[src/rtl/uart_transmitter_fifo.sv]
// UART transmitter with a transmit FIFO, compile-time payload width and per-frame
// parity / stop-bit configuration latched when each word is popped.
module uart_transmitter_fifo #(
  parameter int CLOCK_FREQ = 125_000_000,
  parameter int BAUD_RATE  = 115_200,
  parameter int DATA_BITS  = 8,
  parameter int FIFO_DEPTH = 8
) (
  input  logic                          clk,
  input  logic                          reset_n,
  input  logic [7:0]                    data_in,
  input  logic                          data_in_valid,
  output logic                          data_in_ready,
  input  logic [1:0]                    parity_mode,
  input  logic                          two_stop,
  output logic                          serial_out,
  output logic                          tx_busy,
  output logic [$clog2(FIFO_DEPTH):0]   fifo_count
);

  localparam int SYMBOL_EDGE_TIME = CLOCK_FREQ / BAUD_RATE;
  localparam int CW = $clog2(SYMBOL_EDGE_TIME);
  localparam int AW = $clog2(FIFO_DEPTH);
  localparam int NW = AW + 1;
  localparam logic [CW-1:0] CLK_LAST      = CW'(SYMBOL_EDGE_TIME - 1);
  localparam logic [NW-1:0] FULL_COUNT    = NW'(FIFO_DEPTH);
  localparam logic [3:0]    LAST_DATA_BIT = 4'(DATA_BITS - 1);

  typedef enum logic [2:0] {
    S_IDLE   = 3'd0,
    S_START  = 3'd1,
    S_DATA   = 3'd2,
    S_PARITY = 3'd3,
    S_STOP   = 3'd4
  } state_e;

  function automatic logic frame_parity(input logic [DATA_BITS-1:0] payload, input logic odd);
    frame_parity = (^payload) ^ odd;
  endfunction

  logic [DATA_BITS-1:0] mem_q [FIFO_DEPTH];
  logic [AW-1:0]        wr_ptr_q, wr_ptr_d, rd_ptr_q, rd_ptr_d;
  logic [NW-1:0]        count_q, count_d;
  logic                 push_s, pop_s, load_s, fifo_empty_s, symbol_edge_s;

  state_e               state_q, state_d;
  logic [CW-1:0]        clk_cnt_q, clk_cnt_d;
  logic [3:0]           bit_cnt_q, bit_cnt_d;
  logic [DATA_BITS-1:0] shift_q, shift_d;
  logic                 parity_bit_q, parity_bit_d;
  logic                 parity_en_q, parity_en_d;
  logic                 two_stop_q, two_stop_d;
  logic                 serial_out_q, serial_out_d;
  logic                 unused_upper_s;

  // Payload bits above DATA_BITS-1 are deliberately dropped at the FIFO input.
  assign unused_upper_s = ^data_in;

  assign data_in_ready = (count_q != FULL_COUNT);
  assign push_s        = data_in_valid & data_in_ready;
  assign fifo_empty_s  = (count_q == NW'(0));
  assign symbol_edge_s = (clk_cnt_q == CLK_LAST);
  assign fifo_count    = count_q;
  assign tx_busy       = (state_q != S_IDLE);
  assign serial_out    = serial_out_q;

  // FIFO pointer and occupancy next-state
  always_comb begin
    wr_ptr_d = wr_ptr_q;
    rd_ptr_d = rd_ptr_q;
    count_d  = count_q;
    if (push_s) begin
      wr_ptr_d = wr_ptr_q + AW'(1);
    end else begin
      wr_ptr_d = wr_ptr_q;
    end
    if (pop_s) begin
      rd_ptr_d = rd_ptr_q + AW'(1);
    end else begin
      rd_ptr_d = rd_ptr_q;
    end
    case ({push_s, pop_s})
      2'b10:   count_d = count_q + NW'(1);
      2'b01:   count_d = count_q - NW'(1);
      default: count_d = count_q;
    endcase
  end

  // FSM next-state, bit/clock counters and frame datapath
  always_comb begin
    state_d      = state_q;
    bit_cnt_d    = bit_cnt_q;
    shift_d      = shift_q;
    parity_bit_d = parity_bit_q;
    parity_en_d  = parity_en_q;
    two_stop_d   = two_stop_q;
    load_s       = 1'b0;
    pop_s        = 1'b0;

    if (state_q == S_IDLE || symbol_edge_s) begin
      clk_cnt_d = CW'(0);
    end else begin
      clk_cnt_d = clk_cnt_q + CW'(1);
    end

    case (state_q)
      S_IDLE: begin
        if (!fifo_empty_s) begin
          load_s  = 1'b1;
          state_d = S_START;
        end else begin
          state_d = S_IDLE;
        end
      end
      S_START: begin
        if (symbol_edge_s) begin
          state_d = S_DATA;
        end else begin
          state_d = S_START;
        end
      end
      S_DATA: begin
        if (symbol_edge_s && bit_cnt_q == LAST_DATA_BIT) begin
          state_d = parity_en_q ? S_PARITY : S_STOP;
        end else if (symbol_edge_s) begin
          bit_cnt_d = bit_cnt_q + 4'd1;
          shift_d   = shift_q >> 1;
        end else begin
          state_d = S_DATA;
        end
      end
      S_PARITY: begin
        if (symbol_edge_s) begin
          state_d = S_STOP;
        end else begin
          state_d = S_PARITY;
        end
      end
      S_STOP: begin
        // Last stop bit chains straight into the next start bit when work is queued.
        if (symbol_edge_s && bit_cnt_q == {3'b000, two_stop_q}) begin
          if (!fifo_empty_s) begin
            load_s  = 1'b1;
            state_d = S_START;
          end else begin
            state_d = S_IDLE;
          end
        end else if (symbol_edge_s) begin
          bit_cnt_d = bit_cnt_q + 4'd1;
        end else begin
          state_d = S_STOP;
        end
      end
      default: state_d = S_IDLE;
    endcase

    if (load_s) begin
      pop_s        = 1'b1;
      shift_d      = mem_q[rd_ptr_q];
      parity_en_d  = (parity_mode == 2'b01) || (parity_mode == 2'b10);
      parity_bit_d = frame_parity(mem_q[rd_ptr_q], parity_mode == 2'b10);
      two_stop_d   = two_stop;
    end else begin
      pop_s = 1'b0;
    end

    if (state_d != state_q) begin
      bit_cnt_d = 4'd0;
    end else begin
      bit_cnt_d = bit_cnt_d;
    end
  end

  // Line level for the upcoming cycle, registered so serial_out is glitch-free
  always_comb begin
    serial_out_d = 1'b1;
    case (state_d)
      S_IDLE:   serial_out_d = 1'b1;
      S_START:  serial_out_d = 1'b0;
      S_DATA:   serial_out_d = shift_d[0];
      S_PARITY: serial_out_d = parity_bit_d;
      S_STOP:   serial_out_d = 1'b1;
      default:  serial_out_d = 1'b1;
    endcase
  end

  // State, counter, FIFO pointer and output registers
  always_ff @(posedge clk or negedge reset_n) begin
    if (!reset_n) begin
      state_q      <= S_IDLE;
      clk_cnt_q    <= CW'(0);
      bit_cnt_q    <= 4'd0;
      shift_q      <= '0;
      parity_bit_q <= 1'b0;
      parity_en_q  <= 1'b0;
      two_stop_q   <= 1'b0;
      serial_out_q <= 1'b1;
      wr_ptr_q     <= AW'(0);
      rd_ptr_q     <= AW'(0);
      count_q      <= NW'(0);
    end else begin
      state_q      <= state_d;
      clk_cnt_q    <= clk_cnt_d;
      bit_cnt_q    <= bit_cnt_d;
      shift_q      <= shift_d;
      parity_bit_q <= parity_bit_d;
      parity_en_q  <= parity_en_d;
      two_stop_q   <= two_stop_d;
      serial_out_q <= serial_out_d;
      wr_ptr_q     <= wr_ptr_d;
      rd_ptr_q     <= rd_ptr_d;
      count_q      <= count_d;
    end
  end

  // FIFO storage; contents are don't-care until written, so no reset
  always_ff @(posedge clk) begin
    if (push_s) begin
      mem_q[wr_ptr_q] <= data_in[DATA_BITS-1:0];
    end
  end

endmodule
[config.mk]
export PLATFORM = sky130hd
export DESIGN_NAME = uart_transmitter_fifo
export DESIGN_NICKNAME = d
export VERILOG_FILES = /design/src/rtl/uart_transmitter_fifo.sv
export SDC_FILE = /design/constraint.sdc
export NUM_CORES = 1
export LEC_CHECK = 0
export ABC_AREA = 0
export BUFFER_PORTS_ARGS = -buffer_cell sky130_fd_sc_hd__buf_2
export CELL_PAD_IN_SITES_DETAIL_PLACEMENT = 2
export CELL_PAD_IN_SITES_GLOBAL_PLACEMENT = 2
export CORE_MARGIN = 3
export CORE_UTILIZATION = 28
export DETAILED_ROUTE_END_ITERATION = 12
export PLACE_DENSITY = 0.63
export SLEW_MARGIN = 40
export SYNTH_ARGS = -nofsm -noshare
export SYNTH_HDL_FRONTEND = slang
export SYNTH_SLANG_ARGS = --single-unit
[constraint.sdc]
create_clock -name clk -period 7.2 [get_ports clk]
set_input_delay 1.44 -clock clk [delete_from_list [all_inputs] [get_ports clk]]
set_output_delay 1.44 -clock clk [all_outputs]
set_load 0.01 [all_outputs]
==> results.py, run 1 <==
metrics = {
    "status": {
        "outcome": "finished clean",
    },
    "clocking": {
        "cts_tree": "yes",
        "cts_root_buf": "clkbuf_16",
        "cts_num_sinks": 104,
        "cts_setup_buffers": 0,
        "cts_inserted_buffers": 9,
        "path_clk_slew_ns": 0.07,
        "insertion_delay_ns": 0.34,
        "clock_path_buffers": 2,
        "cts_resized": 0,
        "cts_max_level": 3,
        "postCtsHoldBufs": 0,
    },
    "timing": {
        "finalHoldViolCount": 0,
        "post-route-min-period_ns": 3.683,
        "setup_violations": 0,
        "drv_slew": 0,
        "period_share": 0.5116,
        "tightestPinTransition_ns": 0.8282,
        "max_freq_ghz": 0.2715,
        "rsz0062_at_grt": "no",
        "clock_skew_ns": 0.008460,
        "slew_headroom": 0.4479,
        "setup_tns_ns": 0,
    },
    "layout": {
        "postLayoutCellArea_um2": 5316,
        "multi_input_area_um2": 1687,
        "antenna_cells": 0,
        "drive_gt1_frac": 0.2370,
        "syn_to_final_growth_pct": 14.25,
        "fin_util": 0.3311,
        "nets": 365,
        "nFillCells": 1656,
        "regArea_um2": 2925,
    },
    "worst_setup_path": {
        "crit_buf_inv": 1,
        "start_kind": "flop",
        "cp_data_arrival_time_ns": 3.91,
        "critPathKind": "flop to flop",
        "critPathMaxFanout": 21,
        "critPathMaxStageDelay_ns": 0.57,
        "endpoint_kind": "flop",
        "worstPathCellList": "or4b_4 -> or3_4 -> o21ai_2 -> nand2_1 -> inv_2 -> ha_1 -> ha_1 -> a21o_1 -> a21oi_1 -> xnor2_1 -> nor2_1 -> xnor2_1",
        "crit_required_ns": 7.43,
        "cp_top_family": "simple AND/OR/NAND/NOR gates",
        "slowest_stage": "or4b_4",
    },
    "floorplan": {
        "die_h_um": 134.9,
        "coreArea_um2": 16060,
        "rows": 46,
        "initial_utilization": 0.2898,
        "io_pins": 21,
        "dieArea_um2": 18200,
        "die_w_um": 134.9,
    },
    "grt": {
        "antenna_found_initial": 0,
        "grt_overflow": 0,
        "track_usage": 0.1166,
        "grt_pass1_vias": 2908,
        "grt_start_max_net_pins": 41,
        "grt_pass1_wl_mm": 16.32,
    },
    "yosys": {
        "syn_avg_cell_area_um2": 14.59,
        "yosys-top-cells-count": "64 x edfxtp_1, 39 x dfrtp_1, 28 x nand2_1, 21 x nor2_1, 16 x mux4_2",
        "syn-num-nets": 343,
        "synth.most_common_cell": "edfxtp_1",
        "synth_edf_count": 64,
        "synth_top_cell_area_share": 0.4130,
        "synth-seq-cells": 104,
        "yosysSeqAreaShare": 0.6284,
        "ys_top_cells_by_area": "edfxtp_1 41%, dfrtp_1 21%, mux4_2 7.7%, xnor2_1 2.6%, xor2_1 2.4%",
        "async_flop_share": 0.3846,
        "ys.flop_type": "edfxtp_1",
        "yosysTopAreaCell": "edfxtp_1",
        "netlist_area_um2": 4653,
        "synth_warnings": 0,
        "ys_types": 54,
        "postSynthCellCount": 319,
    },
    "placed_design": {
        "dpl.hpwl_mm": 6.783,
        "portBuffers": 20,
        "gp_congestion": 0.7117,
        "place_area_um2": 5021,
    },
    "power": {
        "comb_power_share": 0.148,
        "p_sw_frac": 0.2791,
        "p_sw_mw": 0.4017,
        "irDropWorstVdd_uv": 146.5,
        "clockPowerShare": 0.322,
        "powerDensity_nw_per_um2": 270.7,
        "seq_power_share": 0.530,
        "intPower_mw": 1.037,
        "leakagePower_nw": 1.990,
    },
    "min_path": {
        "hold_class": "flop to flop",
    },
    "drt": {
        "viasPerCell": 4.600,
        "drt_pass1_iterations": 4,
        "drc": 0,
        "num_vias": 2585,
        "wl_per_cell_um": 17.41,
        "antenna_left": 0,
        "routed_wirelength_mm": 9.786,
        "drtIter0Drc": 111,
    },
    "job": {
        "maxCapViolations": 0,
    },
}
[worst paths after layout]
| path | startpoint | to | slack, ns | cells after the start |
|---|---|---|---|---|
| worst min register to register | parity_bit_q$_DFF_PN0_ | parity_bit_q$_DFF_PN0_ | 0.52 | 2 |
| worst max-delay path | clk_cnt_q[9]$_DFF_PN0_ | fifo_count[3]$_DFFE_PN0P_ | 3.52 | 12 |
| min in group asynchronous | reset_n | wr_ptr_q[2]$_DFFE_PN0P_ | 1.08 | 1 |
| worst max register to register | clk_cnt_q[9]$_DFF_PN0_ | fifo_count[3]$_DFFE_PN0P_ | 3.52 | 12 |
| worst min-delay path | parity_bit_q$_DFF_PN0_ | parity_bit_q$_DFF_PN0_ | 0.52 | 2 |
| max in group asynchronous | reset_n | rd_ptr_q[1]$_DFFE_PN0N_ | 5.74 | 1 |
[cell families after synthesis]
kind of cell | share of synthesized area
flops | 0.6284
buf+inv | 0.02044
xor+xnor | 0.05566
mux | 0.1240
simple gates | 0.09788
compound gates | 0.04518
fa+ha+maj | 0.02850
[worst min-delay path, stage by stage, from the launching register on]
cell and delay, ns:
dfrtp_1 0.35, nand2_1 0.06, o21ai_1 0.08
[final cells by class]
class / count / share of cell area
flip-flops and latches: 104 / 0.5502
repair buffers: 21 / 0.02071
inverters: 11 / 0.007767
well taps: 216 / 0.05084
multi-input cells: 194 / 0.3173
clock buffers: 10 / 0.04307
clock inverters: 6 / 0.01012
[cell usage in the layout (no fill, tap or decap), types with 3 or more instances in the layout]
cell type	n
o21ai_0	4
mux2_2	7
nor2_2	3
nor3_4	4
inv_1	10
buf_2	19
nand4_1	4
ha_1	9
xor2_1	13
dfrtp_1	38
clkbuf_16	9
nand2_1	28
mux2i_1	10
mux4_2	16
a21oi_2	3
edfxtp_1	64
nand3_1	7
xnor2_1	14
clkinv_4	3
nand2b_1	6
nor2_1	18
o21ai_1	9
a21oi_1	6
[power groups by stage]
| stage | logic, mW | registers, mW | clock network (mW) |
|---|---|---|---|
| 2_1_floorplan | 0.124 | 0.759 | 0 |
| 3_3_place_gp | 0.199 | 0.764 | 0 |
| 3_5_place_dp | 0.218 | 0.774 | 0 |
| 4_1_cts | 0.219 | 0.761 | 0.480 |
| 5_1_grt | 0.241 | 0.772 | 0.502 |
| 6_report | 0.214 | 0.762 | 0.463 |
[metal layers]
layer / GRT usage / vias to the layer above / wire [µm]
li1: - / 1219 / -
met1: 0.1411 / 1331 / 4367
met2: 0.2073 / 29 / 5067
met3: 0.02832 / 6 / 264
met4: 0.03224 / 0 / 87
met5: 0 / - / 0
[per-stage QoR]
stage / worst slack [ns] / instances / hold slack, ns / power [mW]
floorplan: 4.234 / 319 / 0.4554 / 0.8832
global placement: 3.630 / 546 / 0.4768 / 0.9632
detailed placement: 3.506 / 546 / 0.5000 / 0.9918
CTS: 3.461 / 562 / 0.5290 / 1.460
global route: 3.236 / 562 / 0.5624 / 1.514
finish: 3.517 / 562 / 0.5197 / 1.439
[registers in the layout, summed over array words and instances, names as in the netlist]
register and cells:
bit_cnt_q 4, clk_cnt_q 11, fifo_count 4, mem_q 64, parity_bit_q 1, parity_en_q 1
rd_ptr_q 3, serial_out 1, shift_q 8, state_q 3, two_stop_q 1, wr_ptr_q 3
Power figures use the tool's default switching activity.
==> inputs of run 2 (changes only) <==
==> constraint.sdc (replaced) <==
create_clock -name clk -period 3.77 [get_ports clk]
set_input_delay 0.754 -clock clk [delete_from_list [all_inputs] [get_ports clk]]
set_output_delay 0.754 -clock clk [all_outputs]
set_load 0.01 [all_outputs]
==> run 2 against run 1 <==
Effect of this change:
- sequential power grew 90%
- worst setup slack lost 2.9 ns
- sequential share of layout area shrank 0.38 points
- final cell count grew 0.71%
- highest routed layer unchanged
- critical path depth is the same
- cell area grew 0.66%
- via count grew 1.8%
- largest cell class unchanged
- utilization grew 0.22 points
==> results.py, run 2 (same netlist as run 1, synthesis figures left out) <==
metrics = {
    "timing": {
        "slew_headroom": 0.4466,
        "tightestPinTransition_ns": 0.8302,
        "setup_violations": 0,
        "max_freq_ghz": 0.3148,
        "clock_skew_ns": 0.009292,
        "period_share": 0.8425,
        "setup_tns_ns": 0,
        "drv_slew": 0,
        "rsz0062_at_grt": "no",
        "holdWs_ns": 0.3859,
        "finalHoldViolCount": 0,
        "post-route-min-period_ns": 3.176,
    },
    "drt": {
        "drtIter0Drc": 102,
        "drt_pass1_iterations": 4,
        "drc": 0,
        "routed_wirelength_mm": 9.979,
        "antenna_left": 0,
        "wl_per_cell_um": 17.63,
        "num_vias": 2631,
        "viasPerCell": 4.648,
    },
    "job": {
        "maxCapViolations": 0,
    },
    "floorplan": {
        "die_w_um": 134.9,
        "dieArea_um2": 18200,
        "coreArea_um2": 16060,
        "die_h_um": 134.9,
        "io_pins": 21,
        "initial_utilization": 0.2898,
        "rows": 46,
    },
    "layout": {
        "nFillCells": 1647,
        "final_common_cell": "edfxtp_1",
        "syn_to_final_growth_pct": 15.00,
        "drive_gt1_frac": 0.2400,
        "largest_register_ffs": 64,
        "final_cell_mix": "64 x edfxtp_1, 39 x dfrtp_1, 28 x nand2_1",
        "nets": 369,
        "antenna_cells": 0,
        "top_regs": "mem_q (64), clk_cnt_q (11), shift_q (8)",
        "top_register": "mem_q",
    },
    "clocking": {
        "cts_tree": "yes",
        "path_clk_slew_ns": 0.08,
        "cts_num_sinks": 104,
        "insertion_delay_ns": 0.35,
        "cts_max_level": 3,
        "cts_root_buf": "clkbuf_16",
        "clock_path_buffers": 2,
        "cts_inserted_buffers": 9,
        "cts_resized": 0,
        "cts_setup_buffers": 0,
        "postCtsHoldBufs": 0,
    },
    "grt": {
        "grt_pass1_wl_mm": 16.67,
        "antenna_found_initial": 0,
        "grt_overflow": 0,
        "track_usage": 0.1213,
        "grt_pass1_vias": 3000,
        "grt_start_max_net_pins": 41,
    },
    "placed_design": {
        "gp_congestion": 0.7242,
        "dpl.hpwl_mm": 6.808,
        "portBuffers": 20,
    },
    "power": {
        "powerDensity_nw_per_um2": 522.5,
        "irDropWorstVdd_uv": 332.2,
        "leakagePower_nw": 2.009,
    },
    "status": {
        "outcome": "finished clean",
    },
    "worst_setup_path": {
        "start_kind": "flop",
        "endpoint_kind": "flop",
        "worstPathCellList": "or4b_4 -> or3_4 -> o21ai_2 -> nand2_1 -> inv_2 -> ha_1 -> ha_1 -> a21o_1 -> a21oi_1 -> xnor2_1 -> nor2_1 -> xnor2_1",
        "crit_required_ns": 4.02,
        "critPathMaxFanout": 13,
        "crit_buf_inv": 1,
        "slowest_stage": "or4b_4",
        "critPathKind": "flop to flop",
        "cp_data_arrival_time_ns": 3.42,
        "cp_top_family": "simple AND/OR/NAND/NOR gates",
        "critPathMaxStageDelay_ns": 0.58,
    },
    "min_path": {
        "hold_class": "input port to asynchronous set/reset pin",
    },
}
## run 2: power breakdown
| part | internal, mW | switching, mW | leakage [nW] |
|---|---|---|---|
| combinational | 0.162 | 0.233 | 0.788 |
| clock | 0.474 | 0.479 | 0.146 |
| sequential | 1.36 | 0.0885 | 1.08 |
## run 2: final cells by class
cell class	count	area (µm²)	share of cell area
flip-flops and latches	104	2924	0.5464
multi-input cells	194	1673	0.3126
well taps	216	270.3	0.05050
clock buffers	9	225.2	0.04209
repair buffers	25	140.1	0.02619
clock inverters	7	77.57	0.01450
inverters	11	41.29	0.007716
## run 2: path summary, 6_finish.rpt
| kind | start | to | slack, ns | depth (start not counted) |
|---|---|---|---|---|
| hold reg to reg | parity_bit_q$_DFF_PN0_ | parity_bit_q$_DFF_PN0_ | 0.50 | 2 |
| max in group asynchronous | reset_n | state_q[1]$_DFF_PN0_ | 3.02 | 1 |
| min in group clk | parity_bit_q$_DFF_PN0_ | parity_bit_q$_DFF_PN0_ | 0.50 | 2 |
| setup reg to reg | clk_cnt_q[9]$_DFF_PN0_ | fifo_count[3]$_DFFE_PN0P_ | 0.59 | 12 |
| hold / removal | reset_n | shift_q[1]$_DFFE_PN0P_ | 0.39 | 1 |
| setup / recovery | clk_cnt_q[9]$_DFF_PN0_ | fifo_count[3]$_DFFE_PN0P_ | 0.59 | 12 |
## run 2: stage by stage
| step | std cells | area (µm²) | power (mW) | setup WS [ns] | util |
|---|---|---|---|---|---|
| 6_report | 566 | 5351 | 2.796 | 0.5937 | 0.3333 |
| 4_1_cts | 566 | 5343 | 2.848 | 0.5657 | 0.3327 |
| 3_5_place_dp | 550 | 5040 | 1.886 | 0.5759 | 0.3139 |
| 2_1_floorplan | 319 | 4653 | 1.687 | 0.8037 | - |
| 5_1_grt | 566 | 5351 | 2.937 | 0.3998 | 0.3333 |
| 3_3_place_gp | 550 | 5017 | 1.842 | 0.7346 | 0.3125 |
## run 2: metal layers
metal | track usage | up-vias | part of all wire
met5 | 0 | - | 0
met4 | 0.04412 | 0 | 0.017
met3 | 0.02757 | 11 | 0.025
met2 | 0.2121 | 23 | 0.52
met1 | 0.1467 | 1368 | 0.44
li1 | - | 1229 | -
